**src/rtl/merlin_bus_arbiter.sv**
```systemverilog
// rtl/merlin_bus_arbiter.sv - two-to-one instruction/data arbiter onto one memory port with in-order response routing
module merlin_bus_arbiter #(
    parameter int C_OST_DEPTH_X = 2,
    parameter int C_DSTREAK_MAX = 4
) (
    input  logic        clk_i,
    input  logic        resetb_i,
    input  logic        clk_en_i,

    output logic        ireqready_o,
    input  logic        ireqvalid_i,
    input  logic [1:0]  ireqhpl_i,
    input  logic [31:0] ireqaddr_i,

    input  logic        irspready_i,
    output logic        irspvalid_o,
    output logic        irsprerr_o,
    output logic [31:0] irspdata_o,

    output logic        dreqready_o,
    input  logic        dreqvalid_i,
    input  logic [1:0]  dreqsize_i,
    input  logic        dreqdvalid_i,
    input  logic [1:0]  dreqhpl_i,
    input  logic [31:0] dreqaddr_i,
    input  logic [31:0] dreqdata_i,

    input  logic        drspready_i,
    output logic        drspvalid_o,
    output logic        drsprerr_o,
    output logic        drspwerr_o,
    output logic [31:0] drspdata_o,

    input  logic        mreqready_i,
    output logic        mreqvalid_o,
    output logic [1:0]  mreqsize_o,
    output logic        mreqwr_o,
    output logic [1:0]  mreqhpl_o,
    output logic [31:0] mreqaddr_o,
    output logic [31:0] mreqdata_o,

    output logic        mrspready_o,
    input  logic        mrspvalid_i,
    input  logic        mrsprerr_i,
    input  logic        mrspwerr_i,
    input  logic [31:0] mrspdata_i
);

    localparam int LP_DEPTH = 1 << C_OST_DEPTH_X;
    localparam int LP_SW    = ($clog2(C_DSTREAK_MAX + 1) > 3) ? $clog2(C_DSTREAK_MAX + 1) : 3;
    localparam logic [LP_SW-1:0]         LP_SMAX = LP_SW'(C_DSTREAK_MAX);
    localparam logic [C_OST_DEPTH_X:0]   LP_FULL = (C_OST_DEPTH_X + 1)'(LP_DEPTH);

    typedef enum logic [1:0] {
        ST_IDLE   = 2'd0,
        ST_LOCK_I = 2'd1,
        ST_LOCK_D = 2'd2
    } state_t;

    state_t                   r_state;
    state_t                   w_state_nxt;
    logic [LP_SW-1:0]         r_streak;
    logic [LP_DEPTH-1:0]      r_route;
    logic [C_OST_DEPTH_X-1:0] r_wptr;
    logic [C_OST_DEPTH_X-1:0] r_rptr;
    logic [C_OST_DEPTH_X:0]   r_count;

    logic w_gnt_i;
    logic w_gnt_d;
    logic w_req_valid;
    logic w_fifo_full;
    logic w_fifo_empty;
    logic w_accept;
    logic w_push;
    logic w_pop;
    logic w_head;

    assign w_fifo_full  = (r_count == LP_FULL);
    assign w_fifo_empty = (r_count == '0);
    assign w_head       = r_route[r_rptr];

    // A locked state presents only its own port; IDLE picks data first unless the instruction side has waited too long.
    always_comb begin
        w_gnt_i = 1'b0;
        w_gnt_d = 1'b0;
        case (r_state)
            ST_LOCK_I: w_gnt_i = 1'b1;
            ST_LOCK_D: w_gnt_d = 1'b1;
            default: begin
                if (dreqvalid_i && !(ireqvalid_i && (r_streak == LP_SMAX))) begin
                    w_gnt_d = 1'b1;
                end else if (ireqvalid_i) begin
                    w_gnt_i = 1'b1;
                end
            end
        endcase
    end

    assign w_req_valid = (w_gnt_i & ireqvalid_i) | (w_gnt_d & dreqvalid_i);
    assign mreqvalid_o = w_req_valid & ~w_fifo_full & clk_en_i & resetb_i;
    assign w_accept    = mreqvalid_o & mreqready_i;
    assign w_push      = w_accept;
    assign ireqready_o = mreqready_i & w_gnt_i & ~w_fifo_full & clk_en_i & resetb_i;
    assign dreqready_o = mreqready_i & w_gnt_d & ~w_fifo_full & clk_en_i & resetb_i;

    always_comb begin
        mreqsize_o = 2'b00;
        mreqwr_o   = 1'b0;
        mreqhpl_o  = 2'b00;
        mreqaddr_o = '0;
        mreqdata_o = '0;
        if (w_gnt_d) begin
            mreqsize_o = dreqsize_i;
            mreqwr_o   = dreqdvalid_i;
            mreqhpl_o  = dreqhpl_i;
            mreqaddr_o = dreqaddr_i;
            mreqdata_o = dreqdata_i;
        end else if (w_gnt_i) begin
            mreqsize_o = 2'b10;
            mreqhpl_o  = ireqhpl_i;
            mreqaddr_o = ireqaddr_i;
        end
    end

    always_comb begin
        w_state_nxt = r_state;
        case (r_state)
            ST_IDLE: begin
                if (mreqvalid_o && !mreqready_i) begin
                    w_state_nxt = w_gnt_d ? ST_LOCK_D : ST_LOCK_I;
                end
            end
            ST_LOCK_I: begin
                if (w_accept || !ireqvalid_i) begin
                    w_state_nxt = ST_IDLE;
                end
            end
            ST_LOCK_D: begin
                if (w_accept || !dreqvalid_i) begin
                    w_state_nxt = ST_IDLE;
                end
            end
            default: w_state_nxt = ST_IDLE;
        endcase
    end

    // Response steering follows the oldest outstanding route; an empty FIFO ignores the memory side entirely.
    assign mrspready_o = ~w_fifo_empty & clk_en_i & (w_head ? drspready_i : irspready_i);
    assign w_pop       = mrspvalid_i & mrspready_o;
    assign irspvalid_o = mrspvalid_i & ~w_fifo_empty & ~w_head & clk_en_i;
    assign drspvalid_o = mrspvalid_i & ~w_fifo_empty & w_head & clk_en_i;
    assign irsprerr_o  = mrsprerr_i;
    assign drsprerr_o  = mrsprerr_i;
    assign drspwerr_o  = mrspwerr_i;
    assign irspdata_o  = mrspdata_i;
    assign drspdata_o  = mrspdata_i;

    always_ff @(posedge clk_i or negedge resetb_i) begin
        if (!resetb_i) begin
            r_state  <= ST_IDLE;
            r_streak <= '0;
            r_route  <= '0;
            r_wptr   <= '0;
            r_rptr   <= '0;
            r_count  <= '0;
        end else if (clk_en_i) begin
            r_state <= w_state_nxt;
            if (w_accept) begin
                if (w_gnt_d && ireqvalid_i) begin
                    if (r_streak != LP_SMAX) begin
                        r_streak <= r_streak + 1'b1;
                    end
                end else begin
                    r_streak <= '0;
                end
            end
            if (w_push) begin
                r_route[r_wptr] <= w_gnt_d;
                r_wptr          <= r_wptr + 1'b1;
            end
            if (w_pop) begin
                r_rptr <= r_rptr + 1'b1;
            end
            case ({w_push, w_pop})
                2'b10:   r_count <= r_count + 1'b1;
                2'b01:   r_count <= r_count - 1'b1;
                default: r_count <= r_count;
            endcase
        end
    end

endmodule

```
**config.mk**
```make
export PLATFORM = sky130hd
export DESIGN_NAME = merlin_bus_arbiter
export DESIGN_NICKNAME = d
export VERILOG_FILES = /design/src/rtl/merlin_bus_arbiter.sv
export SDC_FILE = /design/constraint.sdc
export NUM_CORES = 1
export LEC_CHECK = 0
export CAP_MARGIN = 20
export CORE_AREA = 3 3 110 112
export DETAILED_ROUTE_END_ITERATION = 7
export DIE_AREA = 0 0 113 115
export GPL_TIMING_DRIVEN = 0
export PLACE_DENSITY = 0.71
export SETUP_SLACK_MARGIN = 0.5
export SLEW_MARGIN = 20
export SYNTH_ARGS = -nofsm -noshare
export SYNTH_HDL_FRONTEND = slang
export SYNTH_SLANG_ARGS = --single-unit
```
**constraint.sdc**
```tcl
create_clock -name clk_i -period 3.65 [get_ports clk_i]
set_clock_uncertainty 0.15 [all_clocks]
set_input_delay 0.73 -clock clk_i [delete_from_list [all_inputs] [get_ports clk_i]]
set_output_delay 0.73 -clock clk_i [all_outputs]
set_load 0.03 [all_outputs]
```
==> out/metrics.cfg, run 1 <==
[clocking]
ctsRootBufferMaster = clkbuf_16
clock_sinks = 16
clock_tree_from_tritoncts = built
cts_made_buffers = 3
cts_max_path_buffers = 2
clkTransAtPathRegs_ns = 0.05
insertion_delay_ns = 0.25
htree_levels = 1

[placement]
placement.io_buffers = 253
detailed_place.area_um2 = 5030
dp.cells = 726
hpwl_um = 9750
gp_routability_congestion = 0.805

[global_route]
grt_antenna_before_repair = 0
globalRouteOverflowTotal = 0
global_route_wire_length_before_repair_um = 16700
grt_usage_pct = 16.0
grt_max_degree = 18
first_global_vias = 3081

[cells_and_area]
num-nets-final = 751
most_common_library_cell_in_the_layout_ignoring_fill_and_taps = clkdlybuf4s50_1
regArea_um2 = 400
areaGrowthSynthToFinish_pct = 117
filler_cell_count = 1179
proportion_of_layout_cells_with_a_drive_suffix_above_1_pct = 30.5
num_antenna_cells = 0
layout_common_cells = clkdlybuf4s50_1, buf_4, nand2_1
utilization_of_the_core_after_routing_pct = 44.4
multi_input_combinational_cell_area_um2 = 1360
finish.cell_count_without_fillers = 736
postLayoutCellArea_um2 = 5030

[floorplanning]
initial_utilization_pct = 20.5
io_pins = 288
fp.dieW_um = 113
die_y_um = 115
placement_rows = 39
core_region_area_um2 = 11300
floorplan.die_area_um2 = 13000

[drt]
detail_route.wirelength.met1_um = 4820
detail_route.drc_violations = 0
dr.pass1.iters = 4
drt_iter0_markers = 98
routed_wire_length_um = 11600
top_signal_layer_used = met4
vias = 3108
routed_via_density = 4.22
routedWlPerCell_um = 15.7
ant_nets = 0
met3WireLength_um = 623
met2_wirelength_um = 5950

[worst_setup_path]
cpLargestDelayFamily = buffers and inverters
crit_required_ns = 2.77
crit_path_cell_trace = dlygate4sd2_1 -> a21boi_2 -> o31ai_4 -> buf_6 -> clkbuf_4 -> nand3_1 -> nand2_1 -> clkdlybuf4s15_2
worstSetupPathType = in2out
startpoint_type = input port
worst_path_max_delay_cell = clkdlybuf4s15_2
cp_data_arrival_time_ns = 2.21
max_stage_delay_ns = 0.30
worstPathMaxFanout = 10
total_buffers_and_inverters_traversed_by_the_critical_path = 4
critical_path.endpoint_type = output pin

[synthesis]
post_synthesis_compound_gate_area_fraction_pct = 9.42
post_synth_mux_area_share_pct = 1.88
main_combinational_cell_family_by_area_after_synthesis = simple AND/OR/NAND/NOR gates
syn-num-nets = 487
flops_latches_synth = 16
syn_area_um2 = 2320
synth.avg_cell_area_um2 = 7.04
synth-adder-area-share_pct = 6.25
yosys.area_share.simple_pct = 36.9
synth_cell_type_count = 45
sequential_element_share_of_the_synthesized_area_pct = 17.2
post_synth_inst_count = 330
yosysWarnings = 0
netlist_top_cells_area = buf_4, dfrtp_1, nand2_1, and2_1, nand3_1
synth_top_cell_by_area = buf_4
synth_top_cell_area_share_pct = 21.6
synthXorXnorAreaFrac_pct = 2.26

[timing]
worst-slew-pin-transition_ns = 0.793
timing.final.max_slew_violations = 0
timing.max_slew.rel_slack_pct = 46.5
finalSetupViolCount = 0
finalWorstPathRequiredPeriod_ns = 3.09
period_share_pct = 84.5
clock.fmax_ghz = 0.324
unrepaired_setup_endpoints_after_global_routing = false
timing.hold.ws_ns = 0.330
fin_hold_viols = 0

[status]
outcome = complete, no violations

[flow_run]
cap_violations = 0

[power]
power_per_cell_area_nw_per_um2 = 708
peakVddDrop_mv = 0.307
p_leak_nw = 2.43

[min_path]
hp-class = reg2reg

state kept, by name (all words and copies together), names as in the netlist:
signal	cells
r_route	4
r_count	3
r_streak	3
r_rptr	2
r_state	2
r_wptr	2
report_power, final:
part           switching, mW  internal (mW)
Sequential            0.0782          0.262
Combinational           1.86           1.13
Clock                 0.0688          0.166
Total                   2.01           1.55
final timing paths:
check | start | endpoint | slack (ns) | cells past startpoint
worst max-delay path | dreqvalid_i | mreqaddr_o[27] | 0.56 | 8
worst min-delay path | r_rptr[1]$_DFFE_PN0P_ | r_rptr[1]$_DFFE_PN0P_ | 0.33 | 1
worst max register to register | r_state[1]$_DFFE_PN0P_ | r_count[2]$_DFFE_PN0P_ | 0.94 | 12
worst min register to register | r_rptr[1]$_DFFE_PN0P_ | r_rptr[1]$_DFFE_PN0P_ | 0.33 | 1
max in group asynchronous | resetb_i | r_streak[0]$_DFFE_PN0P_ | 2.71 | 1
min in group asynchronous | resetb_i | r_count[0]$_DFFE_PN0P_ | 0.36 | 1
cell type report:
class	count	area share, %
tap	143	3.56
sequential	16	7.96
clock buffer	4	1.77
inverter	12	0.895
buffer	81	12.3
timing repair buffer	259	46.5
multi-input combinational	221	27.1
cells by family after synthesis:
kind of cell / count (synthesis)
compound gates: 29
xor+xnor: 6
fa+ha+maj: 11
buf+inv: 93
flops: 16
mux: 3
simple gates: 172
synth_stat cells (all sizes together):
cell type / n
a2111oi: 1
a211oi: 1
a21boi: 1
a21oi: 1
a22oi: 1
a311oi: 1
a31oi: 9
and2: 36
and3: 1
buf: 73
clkbuf: 8
dfrtp: 16
fa: 1
ha: 10
inv: 12
mux2: 1
mux2i: 1
mux4: 1
nand2: 78
nand2b: 2
nand3: 35
nand3b: 1
nand4: 4
nor2: 6
nor2b: 3
nor3: 1
nor3b: 3
o21a: 1
o21ai: 6
o221ai: 2
o22a: 1
o22ai: 1
o311ai: 1
o31ai: 2
or2: 1
or3b: 1
xnor2: 2
xor2: 4
metrics by stage:
step           TNS, ns  setup WS [ns]  total power [mW]
2_1_floorplan        0          0.866              2.15
3_3_place_gp    -24.08         -0.601              3.39
3_5_place_dp    -26.63         -0.635              3.43
4_1_cts              0          0.314              3.70
5_1_grt              0          0.493              3.82
6_report             0          0.564              3.56
what timing repair did:
action,CTS,global route
endpoints found under the setup margin,77,72
hold buffers,0,0
pin swaps,3,1
gates resized for setup,287,101
gates cloned,0,0
setup buffers,5,1
per-layer routing:
metal,up-vias,global-route usage (%)
met5,-,0
met1,1423,20.1
met2,131,29.2
met4,0,3.37
li1,1541,-
met3,13,2.16
Note: power is estimated with default switching activity, not from simulation.
==> run 2, diff against run 1 <==
--- a/config.mk
+++ b/config.mk
@@ -6,9 +6,9 @@
 export NUM_CORES = 1
 export LEC_CHECK = 0
 export CAP_MARGIN = 20
-export CORE_AREA = 3 3 110 112
+export CORE_AREA = 3 3 112 114
 export DETAILED_ROUTE_END_ITERATION = 7
-export DIE_AREA = 0 0 113 115
+export DIE_AREA = 0 0 115 117
 export GPL_TIMING_DRIVEN = 0
 export PLACE_DENSITY = 0.71
 export SETUP_SLACK_MARGIN = 0.5
==> constraint.sdc (replaced) <==
create_clock -name clk_i -period 2.72 [get_ports clk_i]
set_clock_uncertainty 0.15 [all_clocks]
set_input_delay 0.544 -clock clk_i [delete_from_list [all_inputs] [get_ports clk_i]]
set_output_delay 0.544 -clock clk_i [all_outputs]
set_load 0.03 [all_outputs]
==> run 2 against run 1 <==
Combinational power grew 82%. Final area grew 18%. Clock power grew 34%. Setup slack lost 0.49 ns. Worst hold slack gained 0.0047 ns. Critical path type is now reg2out. Largest power group unchanged.
==> out/metrics.cfg, run 2 (same netlist as run 1, synthesis figures left out) <==
[worst_setup_path]
cp_data_arrival_time_ns = 1.95  ; was 2.21 ns
cp_common_cell = buf_6
crit_path_cell_trace = inv_2 -> ha_4 -> nand2b_4 -> o21ai_4 -> buf_6 -> buf_4 -> clkbuf_16 -> and2_2 -> buf_6  ; was dlygate4sd2_1 -> a21boi_2 -> o31ai_4 -> buf_6 -> clkbuf_4 -> nand3_1 -> nand2_1 -> clkdlybuf4s15_2
rr_worst_depth = 12  ; unchanged
cpLargestDelayFamily = buffers and inverters  ; unchanged
crit-reg2reg-capture = r_count[2]$_DFFE_PN0P_  ; unchanged
worstPathMaxFanout = 7  ; was 10
startpoint_type = flip-flop  ; was input port
regToRegStartpoint = r_state[0]$_DFFE_PN0P_  ; was r_state[1]$_DFFE_PN0P_
worst_path_max_delay_cell = dfrtp_1  ; was clkdlybuf4s15_2
max_stage_delay_ns = 0.37  ; was 0.30 ns
crit_required_ns = 2.03  ; was 2.77 ns
critical_path.endpoint_type = output pin  ; unchanged
reg2reg_slack_ns = 0.19  ; was 0.94 ns
worstSetupPathType = reg2out  ; was in2out
total_buffers_and_inverters_traversed_by_the_critical_path = 5  ; was 4

[global_route]
grt_antenna_before_repair = 0  ; unchanged
globalRouteOverflowTotal = 0  ; unchanged
first_global_vias = 3144  ; was 3081
global_route_wire_length_before_repair_um = 17100  ; was 16700 um
grt_usage_pct = 16.0  ; about the same
grt_max_degree = 17  ; was 18

[cells_and_area]
areaGrowthSynthToFinish_pct = 156  ; was 117%
num-nets-final = 775  ; was 751
regArea_um2 = 400  ; unchanged
layout_common_cells = clkdlybuf4s50_1, buf_4, buf_6  ; was clkdlybuf4s50_1, buf_4, nand2_1
postLayoutCellArea_um2 = 5940  ; was 5030 um2
filler_cell_count = 1074  ; was 1179
largest-register = r_route  ; unchanged
proportion_of_layout_cells_with_a_drive_suffix_above_1_pct = 50.2  ; was 30.5%
top_regs = r_route (4), r_count (3), r_streak (3)  ; unchanged
finish.cell_count_without_fillers = 760  ; was 736
most_common_library_cell_in_the_layout_ignoring_fill_and_taps = clkdlybuf4s50_1  ; unchanged
number_of_flip_flops_in_the_largest_register = 4  ; unchanged
multi_input_combinational_cell_area_um2 = 1710  ; was 1360 um2
num_antenna_cells = 0  ; unchanged

[floorplanning]
core_region_area_um2 = 11500  ; was 11300 um2
die_y_um = 117  ; was 115 um
floorplan.die_area_um2 = 13500  ; was 13000 um2
initial_utilization_pct = 20.2  ; was 20.5%
fp.dieW_um = 115  ; was 113 um
io_pins = 288  ; unchanged
placement_rows = 39  ; unchanged

[status]
outcome = complete, no violations  ; unchanged

[timing]
fin_hold_viols = 0  ; unchanged
finalWorstPathRequiredPeriod_ns = 2.64
unrepaired_setup_endpoints_after_global_routing = true  ; was false
finalSetupViolCount = 0  ; unchanged
clock.fmax_ghz = 0.378
worst-slew-pin-transition_ns = 0.750  ; was 0.793 ns
timing.max_slew.rel_slack_pct = 49.9  ; was 46.5%
period_share_pct = 97.2
timing.hold.ws_ns = 0.335  ; was 0.330 ns
timing.final.max_slew_violations = 0  ; unchanged

[drt]
routedWlPerCell_um = 16.5  ; was 15.7 um
routed_via_density = 4.21  ; was 4.22
ant_nets = 0  ; unchanged
routed_wire_length_um = 12500  ; was 11600 um
vias = 3203  ; was 3108
dr.pass1.iters = 4  ; unchanged
drt_iter0_markers = 117  ; was 98
detail_route.drc_violations = 0  ; unchanged

[placement]
dp.cells = 726  ; unchanged
hpwl_um = 10200  ; was 9750 um
detailed_place.area_um2 = 5270  ; was 5030 um2
placement.io_buffers = 253  ; unchanged
gp_routability_congestion = 0.844  ; was 0.805

[clocking]
cts_made_buffers = 3  ; unchanged
ctsRootBufferMaster = clkbuf_16  ; unchanged
clock_tree_from_tritoncts = built  ; unchanged
clock_sinks = 16  ; unchanged
htree_levels = 1  ; unchanged
clkTransAtPathRegs_ns = 0.05  ; about the same
insertion_delay_ns = 0.25  ; about the same
cts_max_path_buffers = 2  ; unchanged

[flow_run]
cap_violations = 0  ; unchanged

[min_path]
hold_path_startpoint = r_rptr[1]$_DFFE_PN0P_  ; unchanged
hp-class = reg2reg  ; unchanged
hold_path_end = r_rptr[1]$_DFFE_PN0P_  ; unchanged
whs_path_depth = 1  ; unchanged

[power]
power_per_cell_area_nw_per_um2 = 1050  ; was 708 nW/um2
peakVddDrop_mv = 0.612  ; was 0.307 mV
p_leak_nw = 2.76  ; was 2.43 nW

-- run 2: stage by stage --
step                util, %  TNS [ns]  power (mW)  worst slack (ns)
finish                 51.6         0        6.23            0.0754
global route           51.6         0        6.58           0.00976
CTS                    49.8         0        5.94            0.0921
detailed placement     45.7    -65.02        4.90             -1.24
global placement       45.7    -62.20        4.86             -1.17
floorplan                 -         0        3.21             0.305
-- run 2: what timing repair did --
action / CTS / global route
buffers inserted: 20 / 6
pin swaps: 18 / 19
endpoints found under the hold margin: 16 / 0
setup endpoints to repair: 89 / 78
resized for setup: 549 / 47
cloned: 2 / 1
hold buffers: 1 / 0
-- run 2: layout make-up --
class	count	area share, %
buffer	81	12.0
timing repair buffer	283	47.1
inverter	12	0.758
multi-input combinational	221	28.8
tap	143	3.01
sequential	16	6.74
clock buffer	4	1.50
-- run 2: worst max-delay path by stage --
stage	startpoint	to	slack, ns	depth (start not counted)
2_1_floorplan	r_rptr[0]$_DFFE_PN0P_	r_count[2]$_DFFE_PN0P_	0.31	9
3_3_place_gp	resetb_i	ireqready_o	-1.17	5
3_5_place_dp	resetb_i	ireqready_o	-1.24	5
4_1_cts	r_state[1]$_DFFE_PN0P_	mreqaddr_o[5]	0.09	10
5_1_grt	r_state[0]$_DFFE_PN0P_	mreqdata_o[12]	0.01	9
6_report	r_state[0]$_DFFE_PN0P_	mreqdata_o[12]	0.08	9
-- run 2: layer usage --
layer / routed length [um] / vias up / share of wire [%] / track usage, %
met4: 114 / 0 / 0.91 / 3.29
met5: 0 / - / 0 / 0
met2: 6470 / 123 / 52 / 27.8
met3: 953 / 10 / 7.6 / 3.29
li1: - / 1601 / - / -
met1: 4980 / 1469 / 40 / 20.7
-- run 2: power breakdown --
part           total [mW]  internal [mW]  leakage, nW  switching (mW)
sequential          0.467          0.352        0.199           0.115
combinational        5.45           2.57         2.52            2.88
clock               0.315          0.223       0.0442          0.0914
-- run 2: worst reg2reg max path, stage by stage (launching register included) --
cell and delay, ns:
dfrtp_1 0.37, inv_2 0.06, ha_4 0.31, nor2b_1 0.23
o22a_4 0.24, nor2_8 0.04, inv_1 0.05, ha_2 0.19
inv_2 0.04, fa_2 0.32, xor2_1 0.14, nor2_1 0.13
xor2_1 0.17
